==> src/rtl/alu_op_sequencer.sv <==
// alu_op_sequencer: multi-cycle instruction sequencer in front of a shared
// combinational ALU and a register file.
//   Instruction in : INSTR_VALID/INSTR_READY handshake, INSTR (32b)
//   RF read        : RF_RADDR1/2 (rs/rt of latched instruction), RF_RDATA1/2
//   ALU drive      : ALU_OPCODE, ALU_RS_VAL, ALU_RT_VAL, ALU_SHAMT, ALU_FUNC,
//                    ALU_RAW_VAL; results ALU_RESULT, ALU_SIG_B
//   Writeback      : RF_WE (strobe), RF_WADDR, RF_WDATA
//   Branch         : BR_VALID (strobe), BR_TAKEN
//   Status         : ILLEGAL (strobe), DONE (strobe), BUSY
// Sequence per instruction: IDLE -> READ -> EXEC (EXEC_CYCLES) -> WB -> IDLE.
module alu_op_sequencer #(
    parameter int unsigned EXEC_CYCLES = 1
) (
    input  logic        CLK,
    input  logic        RST,
    input  logic        INSTR_VALID,
    output logic        INSTR_READY,
    input  logic [31:0] INSTR,
    output logic [4:0]  RF_RADDR1,
    output logic [4:0]  RF_RADDR2,
    input  logic [31:0] RF_RDATA1,
    input  logic [31:0] RF_RDATA2,
    output logic [5:0]  ALU_OPCODE,
    output logic [31:0] ALU_RS_VAL,
    output logic [31:0] ALU_RT_VAL,
    output logic [4:0]  ALU_SHAMT,
    output logic [5:0]  ALU_FUNC,
    output logic [15:0] ALU_RAW_VAL,
    input  logic [31:0] ALU_RESULT,
    input  logic        ALU_SIG_B,
    output logic        RF_WE,
    output logic [4:0]  RF_WADDR,
    output logic [31:0] RF_WDATA,
    output logic        BR_VALID,
    output logic        BR_TAKEN,
    output logic        ILLEGAL,
    output logic        DONE,
    output logic        BUSY
);

    localparam int unsigned CNT_W  = 4;
    localparam int unsigned OP_W   = 6;
    localparam int unsigned DATA_W = 32;

    typedef enum logic [1:0] {
        S_IDLE = 2'd0,
        S_READ = 2'd1,
        S_EXEC = 2'd2,
        S_WB   = 2'd3
    } state_t;

    state_t            state;
    state_t            state_nxt;
    logic [DATA_W-1:0] instr;
    logic [CNT_W-1:0]  cnt;
    logic              cnt_zero;
    logic [OP_W-1:0]   opcode;
    logic              is_rtype;
    logic              is_branch;
    logic              is_illegal;
    logic              is_itype;

    assign cnt_zero = (cnt == '0);
    assign opcode   = instr[31:26];

    // Opcode classes of the latched instruction
    assign is_rtype   = (opcode == 6'b000000);
    assign is_branch  = (opcode == 6'b000100) || (opcode == 6'b000101);
    assign is_illegal = (opcode == 6'b000010) || (opcode == 6'b000011) ||
                        (opcode == 6'b100011) || (opcode == 6'b101011);
    assign is_itype   = !is_rtype && !is_branch && !is_illegal;

    // Source register addresses come straight from the latched instruction
    assign RF_RADDR1 = instr[25:21];
    assign RF_RADDR2 = instr[20:16];

    // State register
    always_ff @(posedge CLK or posedge RST) begin
        if (RST) begin
            state <= S_IDLE;
        end else begin
            state <= state_nxt;
        end
    end

    // Next-state logic
    always_comb begin
        state_nxt = state;
        case (state)
            S_IDLE:  if (INSTR_VALID) state_nxt = S_READ;
            S_READ:  state_nxt = S_EXEC;
            S_EXEC:  if (cnt_zero) state_nxt = S_WB;
            S_WB:    state_nxt = S_IDLE;
            default: state_nxt = S_IDLE;
        endcase
    end

    // Output decode; strobes are only ever high in WB
    always_comb begin
        INSTR_READY = 1'b0;
        BUSY        = 1'b1;
        DONE        = 1'b0;
        RF_WE       = 1'b0;
        BR_VALID    = 1'b0;
        ILLEGAL     = 1'b0;
        case (state)
            S_IDLE: begin
                INSTR_READY = 1'b1;
                BUSY        = 1'b0;
            end
            S_WB: begin
                DONE     = 1'b1;
                BR_VALID = is_branch;
                ILLEGAL  = is_illegal;
                RF_WE    = (is_rtype && (instr[15:11] != 5'd0)) ||
                           (is_itype && (instr[20:16] != 5'd0));
            end
            default: ;
        endcase
    end

    // Instruction latch, ALU operand registers, settle counter, result capture
    always_ff @(posedge CLK or posedge RST) begin
        if (RST) begin
            instr       <= '0;
            cnt         <= '0;
            ALU_OPCODE  <= '0;
            ALU_RS_VAL  <= '0;
            ALU_RT_VAL  <= '0;
            ALU_SHAMT   <= '0;
            ALU_FUNC    <= '0;
            ALU_RAW_VAL <= '0;
            RF_WADDR    <= '0;
            RF_WDATA    <= '0;
            BR_TAKEN    <= 1'b0;
        end else begin
            case (state)
                S_IDLE: begin
                    if (INSTR_VALID) instr <= INSTR;
                end
                S_READ: begin
                    ALU_RS_VAL  <= RF_RDATA1;
                    ALU_RT_VAL  <= RF_RDATA2;
                    ALU_OPCODE  <= instr[31:26];
                    ALU_SHAMT   <= instr[10:6];
                    ALU_FUNC    <= instr[5:0];
                    ALU_RAW_VAL <= instr[15:0];
                    cnt         <= CNT_W'(EXEC_CYCLES - 1);
                end
                S_EXEC: begin
                    if (cnt_zero) begin
                        RF_WDATA <= ALU_RESULT;
                        BR_TAKEN <= ALU_SIG_B;
                        // Destination only meaningful for register-writing classes
                        if (is_rtype) RF_WADDR <= instr[15:11];
                        else if (is_itype) RF_WADDR <= instr[20:16];
                    end else begin
                        cnt <= cnt - CNT_W'(1);
                    end
                end
                default: ;
            endcase
        end
    end

endmodule

==> config.mk <==
export PLATFORM = sky130hd
export DESIGN_NAME = alu_op_sequencer
export DESIGN_NICKNAME = d
export VERILOG_FILES = /design/src/rtl/alu_op_sequencer.sv
export SDC_FILE = /design/constraint.sdc
export NUM_CORES = 1
export LEC_CHECK = 0
export CORE_MARGIN = 1
export CORE_UTILIZATION = 40
export CTS_CLUSTER_SIZE = 10
export DETAILED_ROUTE_END_ITERATION = 7
export DONT_BUFFER_PORTS = 1
export PLACE_DENSITY_LB_ADDON = 0.12
export SLEW_MARGIN = 40
export SYNTH_ARGS = -nofsm -noshare
export SYNTH_HDL_FRONTEND = slang
export SYNTH_SLANG_ARGS = --single-unit
==> constraint.sdc <==
create_clock -name CLK -period 15.72 [get_ports CLK]
set_clock_uncertainty 0.05 [all_clocks]
set_input_delay 4.716 -clock CLK [delete_from_list [all_inputs] [get_ports CLK]]
set_output_delay 4.716 -clock CLK [all_outputs]
set_load 0.05 [all_outputs]
==> flow_summary.yaml <==
critical_path:
  slowest_delay_ps: 580
  cp.depth: 5
  reg2reg_depth: 5
  endpoint_kind: "output pin"
  path_buf_inv: 0
  path_max_fanout: 4
  crit_chain: "ha_1 -> nand2_1 -> a21oi_1 -> nand3_1 -> nor2_2"
  crit_family: "simple AND/OR/NAND/NOR gates"
  cpMaxStageDelayCell: "ha_1"
  startpoint_type: "flip-flop"
  ff2ff_setup_slack_ps: 13480
  critical_path_required_ps: 10950
  cp.arrival_ps: 2310
  critPathKind: "reg2out"
route:
  ant_nets: 0
  viasPerCell: 5.15
  num_vias: 3650
  route.detailed.drc: 0
  drt_pass1_iterations: 4
  routed_wirelength_mm: 13.8
  wire_per_inst_um: 19.5
  drtIter0Drc: 158
place:
  portBuffers: 0
  place_hpwl_mm: 9.51
  gp_congestion: 0.759
timing:
  setup_viol: 0
  rsz0062_at_grt: "no"
  maxSlewHeadroom_pct: 53.5
  finalHoldViolations: 0
  fin_crit_ps: 7070
  tightest_slew_ps: 697
  finalCritPeriodShare_pct: 45.0
  slew_violations: 0
  fin_tns_setup_ps: 0
  fmax_ghz: 0.141
yosys:
  avgSynthCellArea_sq_um: 13.0
  syn-instance-count: 497
  yosys_warnings: 0
  synth_fp_nets: 634
  ys_ff_latch: 162
  synth.cell_area_sq_mm: 0.00647
  yosysTopAreaCell: "dfrtp_1"
  ys_seq_area_share_pct: 62.7
  synth_top_cell_area_share_pct: 62.7
  synth_area_leaders: "dfrtp_1, mux2_2, nand2_1"
  synth_cell_type_count: 30
cts:
  cts-root-buf: "clkbuf_16"
  cts_setup_buffers: 0
  clock_path_buffers: 2
  cts_tree: "done"
  cts_buffers: 17
  clock_latency_ps: 410
  htreeDepth: 4
  hold_buffers: 0
  cts-resized-gates: 0
  clock-sinks: 162
  clk_pin_slew_worst_paths_ps: 60
die:
  ios: 283
  rows: 46
  die-area_sq_mm: 0.0167
  die_h_um: 129
  initial_core_util_pct: 40.9
  die_w_um: 129
  core_sq_mm: 0.0158
global_route:
  grt_start_max_net_pins: 85
  grt_pass1_wl_mm: 21.0
  grt_antenna_before_repair: 2
  grt_pass1_vias: 3956
  grt_use_total_pct: 16.9
  grt_remaining_overflow: 0
layout:
  fin_nets: 615
  drive_above_1_share_pct: 35.4
  areaGrowthSynthToFinish_pct: 10.3
  final_cell_mix: "dfrtp_1, mux2_2, nand2_1"
  final_common_cell: "dfrtp_1"
worst_hold_path:
  hold_class: "reg2reg"
  whs_path_depth: 1
flow_run:
  max-cap-violations: 0
outcome:
  status: "complete, no violations"
[state kept, by name, indices dropped and copies added, names as in the netlist, 2 cells and up]
| register | cells |
|---|---|
| ALU_FUNC | 5 |
| ALU_OPCODE | 6 |
| ALU_RAW_VAL | 7 |
| ALU_RS_VAL | 32 |
| ALU_RT_VAL | 32 |
| ALU_SHAMT | 4 |
| RF_WADDR | 5 |
| RF_WDATA | 32 |
| cnt | 4 |
| instr | 32 |
| state | 2 |
[layout make-up]
| cell class | count | area (sq um) |
|---|---|---|
| Sequential cell | 162 | 4070 |
| Timing Repair Buffer | 4 | 40.0 |
| Fill cell | 1458 | 8690 |
| Antenna cell | 2 | 5.00 |
| Clock buffer | 18 | 439 |
| Inverter | 8 | 35.0 |
| Tap cell | 216 | 270 |
| Clock inverter | 14 | 104 |
| Multi-Input combinational cell | 285 | 2180 |
[per-layer routing]
layer  vias to the layer above  part of all wire (%)  GRT usage (%)
li1                       1628                     -              -
met1                      1824                    38           17.9
met2                       180                    50           28.2
met3                        18                    11           9.17
met4                         0                   1.8           6.51
met5                         -                     0              0
[metrics by stage]
stage	setup slack, ps	util [%]	instances	hold WS, ps	cell area [sq um]
after global placement	8910	41.4	675	431	6550
after floorplan	6580	-	497	422	6470
after global routing	8540	45.1	707	454	7130
after CTS	8620	45.0	707	452	7120
final	8650	45.1	709	449	7140
after detailed placement	9080	41.5	675	438	6580
[worst paths after layout]
path / from / to
min: instr[1] / instr[1]
max: state[0] / ILLEGAL
min in group asynchronous: RST / ALU_RS_VAL[16]
min reg2reg: instr[1] / instr[1]
max reg2reg: state[0] / state[0]
max in group asynchronous: RST / ALU_FUNC[3]
[kinds of logic (layout without fill, tap and decap cells)]
group | count (synthesis) | count (layout) | synth area share (%)
compound gates | 30 | 30 | 3.23
other cells | 0 | 2 | 0
fa+ha+maj | 5 | 5 | 0.967
buf+inv | 50 | 44 | 4.16
mux | 119 | 119 | 20.7
xor+xnor | 1 | 1 | 0.135
flops | 162 | 162 | 62.7
simple gates | 130 | 130 | 8.14
[worst reg2reg max path, cell delays in order, from the launching register on]
cell	delay [ps]
dfrtp_1	440
inv_1	110
ha_1	590
inv_1	430
o21a_1	320
o22a_1	180
[synthesized netlist by cell type]
cell / number
a21boi_0: 1
a21oi_1: 1
a31oi_1: 1
a32o_1: 1
buf_1: 3
buf_2: 2
buf_4: 21
clkbuf_1: 16
dfrtp_1: 162
ha_1: 5
inv_1: 8
mux2_2: 118
mux2i_1: 1
nand2_1: 113
nand2b_1: 2
nand3_1: 2
nand3b_1: 1
nor2_1: 4
nor2b_1: 1
nor3_1: 3
nor3_2: 1
o211ai_1: 1
o21a_1: 2
o21ai_0: 11
o221a_1: 5
o22a_1: 1
o22ai_1: 6
or3b_4: 1
or4_1: 2
xnor2_1: 1
Power is not shown: default switching activity piles up to over one toggle a cycle in this logic, so the estimate is an artifact.
